[src/rtl/RV32i_pkg.sv]
// Shared load/store definitions: access size encodings, response error codes,
// LSU state type and the natural-alignment check.
package RV32i_pkg;

    localparam logic [1:0] SIZE_B = 2'b00;
    localparam logic [1:0] SIZE_H = 2'b01;
    localparam logic [1:0] SIZE_W = 2'b10;
    localparam logic [1:0] SIZE_D = 2'b11;

    localparam logic [1:0] ERR_OK       = 2'b00;
    localparam logic [1:0] ERR_MISALIGN = 2'b01;
    localparam logic [1:0] ERR_ILLEGAL  = 2'b10;

    typedef enum logic [1:0] {
        LSU_IDLE,
        LSU_REQ,
        LSU_WAIT,
        LSU_DONE
    } lsu_state_t;

    function automatic logic is_misaligned(input logic [1:0] size, input logic [2:0] lo);
        case (size)
            SIZE_H:  return lo[0];
            SIZE_W:  return |lo[1:0];
            SIZE_D:  return |lo;
            default: return 1'b0;
        endcase
    endfunction

endpackage

[src/rtl/rv_lsu_align.sv]
// Combinational lane logic: byte-enable mask, write-data lane shift and
// read-data right-align with zero/sign extension.
module rv_lsu_align
    import RV32i_pkg::*;
#(
    parameter int unsigned XLEN  = 32,
    localparam int unsigned NB    = XLEN / 8,
    localparam int unsigned OFF_W = $clog2(NB)
) (
    input  logic [1:0]       i_size,
    input  logic [OFF_W-1:0] i_off,
    input  logic             i_unsigned,
    input  logic [XLEN-1:0]  i_wdata,
    input  logic [XLEN-1:0]  i_rdo,
    output logic [NB-1:0]    o_ble,
    output logic [XLEN-1:0]  o_di,
    output logic [XLEN-1:0]  o_rdata
);

    localparam int unsigned IDX_W = $clog2(XLEN);

    logic [NB-1:0]    w_mask;
    logic [XLEN-1:0]  w_wr_shift;
    logic [XLEN-1:0]  w_rd_shift;
    int unsigned      w_rd_bits;
    logic [IDX_W-1:0] w_sign_idx;
    logic             w_rd_sign;

    always_comb begin
        w_mask = '0;
        for (int unsigned i = 0; i < NB; i++) begin
            w_mask[i] = (i < (32'd1 << i_size));
        end
        o_ble      = w_mask << i_off;
        w_wr_shift = i_wdata << {i_off, 3'b000};
        o_di       = '0;
        for (int unsigned i = 0; i < NB; i++) begin
            o_di[i*8 +: 8] = o_ble[i] ? w_wr_shift[i*8 +: 8] : 8'h00;
        end
    end

    // Access width is clamped to XLEN so the sign-bit index stays in range
    // even for a size code the datapath cannot carry.
    always_comb begin
        w_rd_shift = i_rdo >> {i_off, 3'b000};
        w_rd_bits  = 32'd8 << i_size;
        if (w_rd_bits > XLEN) begin
            w_rd_bits = XLEN;
        end
        w_sign_idx = IDX_W'(w_rd_bits - 32'd1);
        w_rd_sign  = ~i_unsigned & w_rd_shift[w_sign_idx];
        o_rdata    = '0;
        for (int unsigned i = 0; i < XLEN; i++) begin
            o_rdata[i] = (i < w_rd_bits) ? w_rd_shift[i] : w_rd_sign;
        end
    end

endmodule

[src/rtl/rv_lsu.sv]
// Load/store unit: accepts one core access at a time, runs a single
// request/grant (+ read-data) memory transaction, returns a one-cycle response.
module rv_lsu
    import RV32i_pkg::*;
#(
    parameter int unsigned XLEN   = 32,
    parameter int unsigned ADDR_W = 32
) (
    input  logic                clk_i,
    input  logic                resetn_i,
    input  logic                req_valid_i,
    output logic                req_ready_o,
    input  logic                req_we_i,
    input  logic [1:0]          req_size_i,
    input  logic                req_unsigned_i,
    input  logic [ADDR_W-1:0]   req_addr_i,
    input  logic [XLEN-1:0]     req_wdata_i,
    output logic                rsp_valid_o,
    output logic [XLEN-1:0]     rsp_rdata_o,
    output logic [1:0]          rsp_err_o,
    output logic                dmem_req_o,
    input  logic                dmem_gnt_i,
    output logic                dmem_we_o,
    output logic [ADDR_W-1:0]   dmem_add_o,
    output logic [XLEN/8-1:0]   dmem_ble_o,
    output logic [XLEN-1:0]     dmem_di_o,
    input  logic                dmem_rvalid_i,
    input  logic [XLEN-1:0]     dmem_do_i
);

    localparam int unsigned NB    = XLEN / 8;
    localparam int unsigned OFF_W = $clog2(NB);

    lsu_state_t        r_state;
    lsu_state_t        w_state_nxt;
    logic              r_we;
    logic              r_unsigned;
    logic [1:0]        r_size;
    logic [1:0]        r_err;
    logic [ADDR_W-1:0] r_addr;
    logic [XLEN-1:0]   r_wdata;
    logic [XLEN-1:0]   r_rdata;

    logic [1:0]        w_err;
    logic              w_accept;
    logic [NB-1:0]     w_ble;
    logic [XLEN-1:0]   w_di;
    logic [XLEN-1:0]   w_rdata;
    logic [ADDR_W-1:0] w_lane_add;

    // Illegal size outranks misalignment.
    always_comb begin
        w_err = ERR_OK;
        if ((XLEN == 32) && (req_size_i == SIZE_D)) begin
            w_err = ERR_ILLEGAL;
        end else if (is_misaligned(req_size_i, req_addr_i[2:0])) begin
            w_err = ERR_MISALIGN;
        end
    end

    assign w_accept   = (r_state == LSU_IDLE) && req_valid_i;
    assign w_lane_add = r_addr & ~ADDR_W'(NB - 1);

    rv_lsu_align #(
        .XLEN (XLEN)
    ) u_align (
        .i_size     (r_size),
        .i_off      (r_addr[OFF_W-1:0]),
        .i_unsigned (r_unsigned),
        .i_wdata    (r_wdata),
        .i_rdo      (dmem_do_i),
        .o_ble      (w_ble),
        .o_di       (w_di),
        .o_rdata    (w_rdata)
    );

    always_ff @(posedge clk_i or negedge resetn_i) begin
        if (!resetn_i) begin
            r_state <= LSU_IDLE;
        end else begin
            r_state <= w_state_nxt;
        end
    end

    always_ff @(posedge clk_i or negedge resetn_i) begin
        if (!resetn_i) begin
            r_we       <= 1'b0;
            r_unsigned <= 1'b0;
            r_size     <= '0;
            r_err      <= ERR_OK;
            r_addr     <= '0;
            r_wdata    <= '0;
            r_rdata    <= '0;
        end else if (w_accept) begin
            r_err   <= w_err;
            r_rdata <= '0;
            if (w_err == ERR_OK) begin
                r_we       <= req_we_i;
                r_unsigned <= req_unsigned_i;
                r_size     <= req_size_i;
                r_addr     <= req_addr_i;
                r_wdata    <= req_wdata_i;
            end
        end else if ((r_state == LSU_WAIT) && dmem_rvalid_i) begin
            r_rdata <= w_rdata;
        end
    end

    // Memory-side fields come straight from the latched access, so they stay
    // constant for the whole REQ phase regardless of core-side activity.
    always_comb begin
        w_state_nxt = r_state;
        req_ready_o = 1'b0;
        rsp_valid_o = 1'b0;
        rsp_rdata_o = '0;
        rsp_err_o   = ERR_OK;
        dmem_req_o  = 1'b0;
        dmem_we_o   = 1'b0;
        dmem_add_o  = '0;
        dmem_ble_o  = '0;
        dmem_di_o   = '0;
        case (r_state)
            LSU_IDLE: begin
                req_ready_o = 1'b1;
                if (req_valid_i) begin
                    w_state_nxt = (w_err == ERR_OK) ? LSU_REQ : LSU_DONE;
                end
            end
            LSU_REQ: begin
                dmem_req_o = 1'b1;
                dmem_we_o  = r_we;
                dmem_add_o = w_lane_add;
                dmem_ble_o = w_ble;
                dmem_di_o  = r_we ? w_di : '0;
                if (dmem_gnt_i) begin
                    w_state_nxt = r_we ? LSU_DONE : LSU_WAIT;
                end
            end
            LSU_WAIT: begin
                if (dmem_rvalid_i) begin
                    w_state_nxt = LSU_DONE;
                end
            end
            LSU_DONE: begin
                rsp_valid_o = 1'b1;
                rsp_rdata_o = r_rdata;
                rsp_err_o   = r_err;
                w_state_nxt = LSU_IDLE;
            end
            default: begin
                w_state_nxt = LSU_IDLE;
            end
        endcase
    end

endmodule
[config.mk]
export PLATFORM = sky130hd
export DESIGN_NAME = rv_lsu
export DESIGN_NICKNAME = d
export VERILOG_FILES = /design/src/rtl/RV32i_pkg.sv /design/src/rtl/rv_lsu_align.sv /design/src/rtl/rv_lsu.sv
export SDC_FILE = /design/constraint.sdc
export NUM_CORES = 1
export LEC_CHECK = 0
export CAP_MARGIN = 20
export CORE_MARGIN = 2
export CORE_UTILIZATION = 45
export CTS_BUF_LIST = sky130_fd_sc_hd__clkbuf_4
export DETAILED_ROUTE_END_ITERATION = 8
export DONT_BUFFER_PORTS = 1
export PLACE_DENSITY = 0.57
export SLEW_MARGIN = 10
export SYNTH_ARGS = -nofsm -noshare
export SYNTH_HDL_FRONTEND = slang
export SYNTH_SLANG_ARGS = --single-unit
[constraint.sdc]
create_clock -name clk_i -period 6.83 [get_ports clk_i]
set_clock_uncertainty 0.2 [all_clocks]
set_input_delay 1.0245 -clock clk_i [delete_from_list [all_inputs] [get_ports clk_i]]
set_output_delay 1.0245 -clock clk_i [all_outputs]
set_load 0.02 [all_outputs]
Word level (Yosys, flattened, before mapping)
Cells that the tools add are included.
- register bits: 104
- $add $sub $neg: 1
- order comparisons: 38
- eq/ne operators: 9
- shifts and indexed selects: 5
- multiplexer cells: 61
- bitwise operators: 2
- reductions and logical operators: 8
- operator list (cell ; count):
    $lt A5 B32 Y1 const A ; 16
    $lt A4 B32 Y1 const A ; 8
    $mux W32 ; 7
    $lt A1 B32 Y1 const A ; 4
    $lt A2 B32 Y1 const A ; 4
    $lt A3 B32 Y1 const A ; 4
    $mux W1 ; 40
    $gt A32 B6 Y1 const B ; 1
    $mux W8 ; 4
    $shl A1 B2 Y32 const A ; 1
    $shl A32 B5 Y32 ; 1
    $shl A4 B2 Y32 const A ; 1
    $shr A32 B5 Y32 ; 1
    $mux W2 ; 6
    $eq A2 B2 Y1 const B ; 4
    $pmux W2 S4 ; 1
    $lt A5 B6 Y1 const B ; 1
    $ne A2 B2 Y1 const B ; 3
    $bmux W1 S5 ; 1
    $sub A5 B1 Y5 const B ; 1
    $eq A2 B1 Y1 const B ; 2
    $logic_not A2 Y1 ; 2
    $mux W4 ; 1
    $shl A4 B2 Y4 ; 1
    other kinds (8) ; 9

Depth between registers and ports, before layout
Gate-level depths: netlist of run 1.
- word-level depth: 10
- gate-level depth with buffers: 10

Modules after synthesis
A second synthesis of run 1 with hierarchy kept.
- cells, all modules: 599
- area, all modules: 6253.5 um^2
- modules (own cells, without submodules) (module ; times used ; cells each ; area each (um^2) ; sequential area each (um^2)):
    rv_lsu ; 1 ; 369 ; 4782.1 ; 2602.5
    rv_lsu_align ; 1 ; 230 ; 1471.4 ; 0.0

Worst setup path before layout of run 1
No wires, ideal clock.
- path kind: reg-to-output
- start: register r_size[0]
- end: output port dmem_di_o[24]
- arrival time: 2.463 ns
- data required time: 5.605 ns
- setup slack: 3.142 ns
- stages on the path, launching flop included: 11
- path through: dfrtp_1 -> buf_6 -> or2_1 -> buf_6 -> inv_1 -> clkbuf_1 -> ha_1 -> nand2b_1 -> a21boi_0 -> o31ai_1 -> a211oi_1
- cells in the longest elaborated chain, start to end: 6
- elaborated cells on any way between the ends: 9
- RTL lines (item ; RTL line ; RTL):
    from (decl) ; rv_lsu.sv:38 ; logic [1:0] r_size;
    from (signal assigned) ; rv_lsu.sv:100 ; r_size <= req_size_i;
    $shl A1 B2 Y32 * ; rv_lsu_align.sv:32 ; w_mask[i] = (i < (32'd1 << i_size));
    $lt A1 B32 Y1 / $lt A2 B32 Y1 (equally long branches) ; rv_lsu_align.sv:32 ;
    $shl A4 B2 Y4 * ; rv_lsu_align.sv:34 ; o_ble = w_mask << i_off;
    $mux W8 * ; rv_lsu_align.sv:38 ; o_di[i*8 +: 8] = o_ble[i] ? w_wr_shift[i*8 +: 8] : 8'h00;
    $mux W32 * ; rv_lsu.sv:134 ; dmem_di_o = r_we ? w_di : '0;
    $mux W32 * ; rv_lsu.sv:122 ; case (r_state)
    to (decl) ; rv_lsu.sv:26 ; output logic [XLEN-1:0] dmem_di_o,
Mark *: on every way between the ends. The rest lies on a longest branch, timed or not.

Worst setup path in the final report of run 1
- start: register r_size[0]
- end: output port dmem_di_o[19]
Same word-level chain as after synthesis.

==> results of run 1 <==
-- layout make-up --
class	instances	area [µm²]
fill	1276	6850
clock inverter	7	55.1
timing repair buffer	10	114
tap	176	220
antenna	1	2.50
clock buffer	9	67.6
multi-input combinational	425	3120
inverter	12	45.0
sequential	104	2610
-- per-stage QoR --
step	instances	setup WS, ns	total power, mW
6_report	744	2.32	2.91
5_1_grt	744	1.99	3.13
4_1_cts	740	2.12	2.92
3_5_place_dp	723	2.71	2.60
3_3_place_gp	723	2.83	2.56
2_1_floorplan	580	3.14	2.33
-- report_power, final --
group / internal [mW] / switching [mW] / leakage, nW
clock network: 0.0778 / 0.221 / 0.0581
logic: 0.587 / 0.869 / 1.26
registers: 0.916 / 0.237 / 1.28
total: 1.58 / 1.33 / 2.60
-- synthesized netlist by cell type, types with 12 or more instances --
cell and instances:
buf_2 14, nor2_1 24, dfrtp_1 104, mux2i_1 26
nand2_1 43, and2_1 82, mux2_2 82, o21ai_0 42
a22oi_1 16, clkbuf_1 15, a211oi_1 16, inv_1 12
-- state kept, by name, summed over array words and instances, names as in the netlist --
register	count
r_size	2
r_err	2
r_unsigned	1
r_state	2
r_rdata	32
r_addr	32
r_we	1
r_wdata	32
-- worst paths after layout --
kind | from | end | depth (start not counted) | slack (ns)
setup / recovery | r_size[0] | dmem_di_o[19] | 7 | 2.32
hold / removal | resetn_i | r_rdata[26] | 1 | 0.18
setup reg to reg | r_state[0] | r_wdata[2] | 7 | 3.58
hold reg to reg | r_rdata[1] | r_rdata[1] | 2 | 0.29
max in group asynchronous | resetn_i | r_addr[0] | 1 | 5.73
min in group clk_i | r_rdata[1] | r_rdata[1] | 2 | 0.29
-- worst max-delay path: stages, from the launching register on --
cell and delay, ns:
dfrtp_1 0.50, or2_1 0.34, inv_1 0.38, ha_1 0.24, or3_1 0.11, a21oi_1 0.08
nor3_1 0.76, and2_1 0.37
-- layer usage --
metal  up-vias  GRT usage (%)  share of wire (%)
met3        26           6.70                7.5
met1      2115           26.7                 41
met5         -              0                  0
li1       2001              -                  -
met4         0           10.1                3.1
met2       169           34.0                 48
-- logic make-up after synthesis --
family / Yosys count / share of synthesized area (%)
compound gates: 123 / 13.9
fa+ha+maj: 9 / 1.89
buf+inv: 51 / 4.08
flops: 104 / 43.7
mux: 108 / 19.9
other cells: 1 / 0.0630
simple gates: 183 / 16.5
-- what timing repair did --
action / in CTS / in global routing
setup buffers: 0 / 0
endpoints found under the hold margin: 104 / 0
hold buffers: 1 / 0
==> results.sh, run 1 <==
export IMPL_outcome="complete, no violations"
export IMPL_drt_first_pass_iters=5
export IMPL_startpoint_type="flip-flop"
export IMPL_worst_pin_slew_ns=1.00
export IMPL_cts_buffers=9
export IMPL_antenna_found_initial=1
export IMPL_synth_warnings=0
export IMPL_drt_iter0_drc=254
export IMPL_synth_cell_types=47
export IMPL_setup_tns_ns=0
export IMPL_syn2layout_area_growth_pct=4.67
export IMPL_synth_seq_cells=104
export IMPL_p_per_area_nw_per_um2=467
export IMPL_min_period_ns=4.51
export IMPL_drcViolationCount=0
export IMPL_hold_ws_ns=0.185
export IMPL_grt_usage_pct=21.4
export IMPL_ios=211
export IMPL_cts_buffer_depth=2
export IMPL_fin_crit_sh_pct=66.0
export IMPL_syn_avg_cell_area_um2=10.3
export IMPL_grt_max_degree=105
export IMPL_required_ns=5.61
export IMPL_nets=676
export IMPL_cts_tree="done"
export IMPL_setup_violations=0
export IMPL_worstSetupEndpointType="output pin"
export IMPL_grt_pass1_vias=4346
export IMPL_max_vdd_ir_drop_mv=0.202
export IMPL_max_clock_freq_mhz=222
export IMPL_vias=4311
export IMPL_cts_clk_slew_worst_paths_ns=0.17
export IMPL_fp_coreArea_um2=13100
export IMPL_rows=42
export IMPL_dp_hpwl_um=10700
export IMPL_wirelength_um=15000
export IMPL_clock_latency_ns=0.50
export IMPL_hold_class="primary input to asynchronous set/reset pin"
export IMPL_wl_per_cell_um=20.2
export IMPL_yosysSeqAreaShare_pct=43.7
export IMPL_die_area_um2=14200
export IMPL_synthArstFlopShare_pct=100
export IMPL_die_w_um=119
export IMPL_grt_setup_unrepaired="no"
export IMPL_grt_overflow=0
export IMPL_cts_max_level=3
export IMPL_cts_root_buf="clkbuf_4"
export IMPL_finalHoldViolations=0
export IMPL_crit_fanout=18
export IMPL_postSynthCellCount=579
export IMPL_clock_sinks=104
export IMPL_p_leak_nw=2.60
export IMPL_grt_first_pass_wirelength_um=23600
export IMPL_detail_route_antenna_nets=0
export IMPL_fin_area_um2=6230
export IMPL_synthTopCellsByArea="dfrtp_1 44%, mux2_2 16%, and2_1 8.6%"
export IMPL_drv_slew=0
export IMPL_synth_edff_count=0
export IMPL_drive_gt1_share_pct=20.6
export IMPL_final_cell_mix="102 x dfrtp_1, 82 x and2_1, 82 x mux2_2"
export IMPL_slew_headroom_pct=33.4
export IMPL_layout_commonest_cell="dfrtp_1"
export IMPL_final_core_util_pct=47.6
export IMPL_io_buffers=0
export IMPL_maxCapViolCount=0
export IMPL_synth_top_cell_area_share_pct=43.7
export IMPL_synth_top_cell_by_area="dfrtp_1"
export IMPL_syn_area_um2=5950
export IMPL_synthFlopType="dfrtp_1"
export IMPL_ctsResizeCount=0
export IMPL_crit_arrival_ns=3.28
export IMPL_start_util_pct=45.5
export IMPL_viasPerCell=5.79
export IMPL_die_y_um=119
export IMPL_dpl_cell_area_um2=6040
export IMPL_crit_type="flip-flop to output pin"
export IMPL_gp_congestion=0.830
Power figures use the tool's default switching activity.
==> inputs of run 2 (changes only) <==
--- a/config.mk
+++ b/config.mk
@@ -11,7 +11,7 @@
 export CTS_BUF_LIST = sky130_fd_sc_hd__clkbuf_4
 export DETAILED_ROUTE_END_ITERATION = 8
 export DONT_BUFFER_PORTS = 1
-export PLACE_DENSITY = 0.57
+export PLACE_DENSITY = 0.59
 export SLEW_MARGIN = 10
 export SYNTH_ARGS = -nofsm -noshare
 export SYNTH_HDL_FRONTEND = slang
==> constraint.sdc (replaced) <==
create_clock -name clk_i -period 3.9 [get_ports clk_i]
set_clock_uncertainty 0.2 [all_clocks]
set_input_delay 0.585 -clock clk_i [delete_from_list [all_inputs] [get_ports clk_i]]
set_output_delay 0.585 -clock clk_i [all_outputs]
set_load 0.02 [all_outputs]
==> results.sh, run 2 (synthesis results as in run 1) <==
export IMPL_outcome="complete, no violations"
export IMPL_io_buffers=0
export IMPL_grt_setup_unrepaired="no"
export IMPL_pre_cts_ws_ns=0.702
export IMPL_multi_input_area_um2=3120
export IMPL_ios=211
export IMPL_dpl_cell_count=737
export IMPL_worstSetupEndpointType="output pin"
export IMPL_viasPerCell=5.70
export IMPL_crit_arrival_ns=2.81
export IMPL_fin_ws_ns=0.302
export IMPL_max_clock_freq_mhz=278
export IMPL_grt_max_degree=105
export IMPL_crit_fanout=10
export IMPL_required_ns=3.12
export IMPL_hold_class="primary input to flip-flop"
export IMPL_crit_type="flip-flop to output pin"
export IMPL_final_cell_mix="102 x dfrtp_1, 82 x and2_1, 82 x mux2_2"
export IMPL_rows=42
export IMPL_vias=4461
export IMPL_drive_gt1_share_pct=21.7
export IMPL_max_vdd_ir_drop_mv=0.359
export IMPL_min_period_ns=3.60
export IMPL_wirelength_um=15300
export IMPL_grt_usage_pct=21.5
export IMPL_wl_per_cell_um=19.6
export IMPL_grt_first_pass_wirelength_um=23700
export IMPL_start_util_pct=45.5
export IMPL_crit_path_cell_trace="or2_1, ha_1, nand2b_1, a21boi_0, o31ai_1, buf_4, a211oi_1, buf_4"
export IMPL_cts_max_level=3
export IMPL_clock_latency_ns=0.48
export IMPL_antenna_found_initial=0
export IMPL_slew_headroom_pct=35.6
export IMPL_setup_violations=0
export IMPL_p_leak_nw=2.79
export IMPL_p_per_area_nw_per_um2=785
export IMPL_r2r_cells=5
export IMPL_cts_buffers=9
export IMPL_cts_tree="done"
export IMPL_syn2layout_area_growth_pct=10.8
export IMPL_fin_crit_sh_pct=92.3
export IMPL_drt_iter0_drc=233
export IMPL_nets=716
export IMPL_fp_coreArea_um2=13100
export IMPL_cts_buffer_depth=2
export IMPL_gp_congestion=0.902
export IMPL_detail_route_antenna_nets=0
export IMPL_cts_clk_slew_worst_paths_ns=0.18
export IMPL_stdcell_count=783
export IMPL_reg_top3="r_addr x32, r_rdata x32, r_wdata x32"
export IMPL_drt_first_pass_iters=5
export IMPL_r2r_slack_ns=0.99
export IMPL_startpoint_type="flip-flop"
export IMPL_worst_pin_slew_ns=0.966
export IMPL_die_w_um=119
export IMPL_grt_pass1_vias=4405
export IMPL_hold_path_depth=1
export IMPL_layout_area_seq_um2=2610
export IMPL_fill_cells=1217
export IMPL_cpMaxStageDelayCell="dfrtp_1"
export IMPL_layout_commonest_cell="dfrtp_1"
export IMPL_setup_tns_ns=0
export IMPL_grt_overflow=0
export IMPL_slowest_delay_ns=0.50
export IMPL_drcViolationCount=0
export IMPL_dp_hpwl_um=10800
export IMPL_die_y_um=119
export IMPL_cts_root_buf="clkbuf_4"
export IMPL_drv_slew=0
export IMPL_clock_sinks=104
export IMPL_crit_buf_inv=2
export IMPL_finalHoldViolations=0
export IMPL_path_depth=8
export IMPL_cp_common_cell="buf_4"
export IMPL_die_area_um2=14200
export IMPL_diodes=0
export IMPL_maxCapViolCount=0
export IMPL_critPathTopFamily="compound AO/OA/AOI/OAI gates"
## run 2: final timing paths
| path | start | endpoint |
|---|---|---|
| worst max register to register | r_addr[0] | r_rdata[19] |
| worst max-delay path | r_size[0] | dmem_di_o[28] |
| worst min register to register | r_rdata[5] | r_rdata[5] |
| worst min-delay path | req_addr_i[28] | r_addr[28] |
| min in group asynchronous | resetn_i | r_rdata[26] |
| max in group asynchronous | resetn_i | r_addr[1] |
## run 2: final cells by class
type,instances,area share [%]
multi-input combinational,425,47.3
sequential,104,39.5
timing repair buffer,50,7.02
tap,176,3.34
clock buffer,9,1.02
clock inverter,7,1.02
inverter,12,0.740
## run 2: repair_timing
| action | 4_1_cts | 5_1_grt |
|---|---|---|
| gates resized for setup | 0 | 1 |
| hold endpoints to repair | 120 | 10 |
| hold buffers | 18 | 10 |
| endpoints found under the setup margin | 0 | 8 |
| buffers inserted | 0 | 2 |
## run 2: metrics by stage
step | power (mW) | instance area, µm² | util (%) | hold slack (ns)
2_1_floorplan | 4.07 | 5960 | - | 0.0894
3_5_place_dp | 4.61 | 6140 | 46.9 | 0.0951
4_1_cts | 5.20 | 6470 | 49.5 | 0.000584
5_1_grt | 5.57 | 6590 | 50.4 | 0.00155
3_3_place_gp | 4.53 | 6140 | 46.9 | 0.0940
6_report | 5.17 | 6590 | 50.4 | 0.0381
## run 2: per-layer routing
layer  GRT usage (%)  part of all wire (%)  vias to the layer above
met2            35.1                    49                      181
met5               0                     0                        -
met4            8.41                   1.9                        0
met1            27.1                    41                     2167
met3            5.70                   8.5                       21
li1                -                     -                     2092
## run 2: power by group
part           switching [mW]  internal, mW  total (mW)
sequential              0.419          1.60        2.02
combinational            1.53          1.08        2.61
clock                   0.393         0.146       0.539
total                    2.34          2.83        5.17
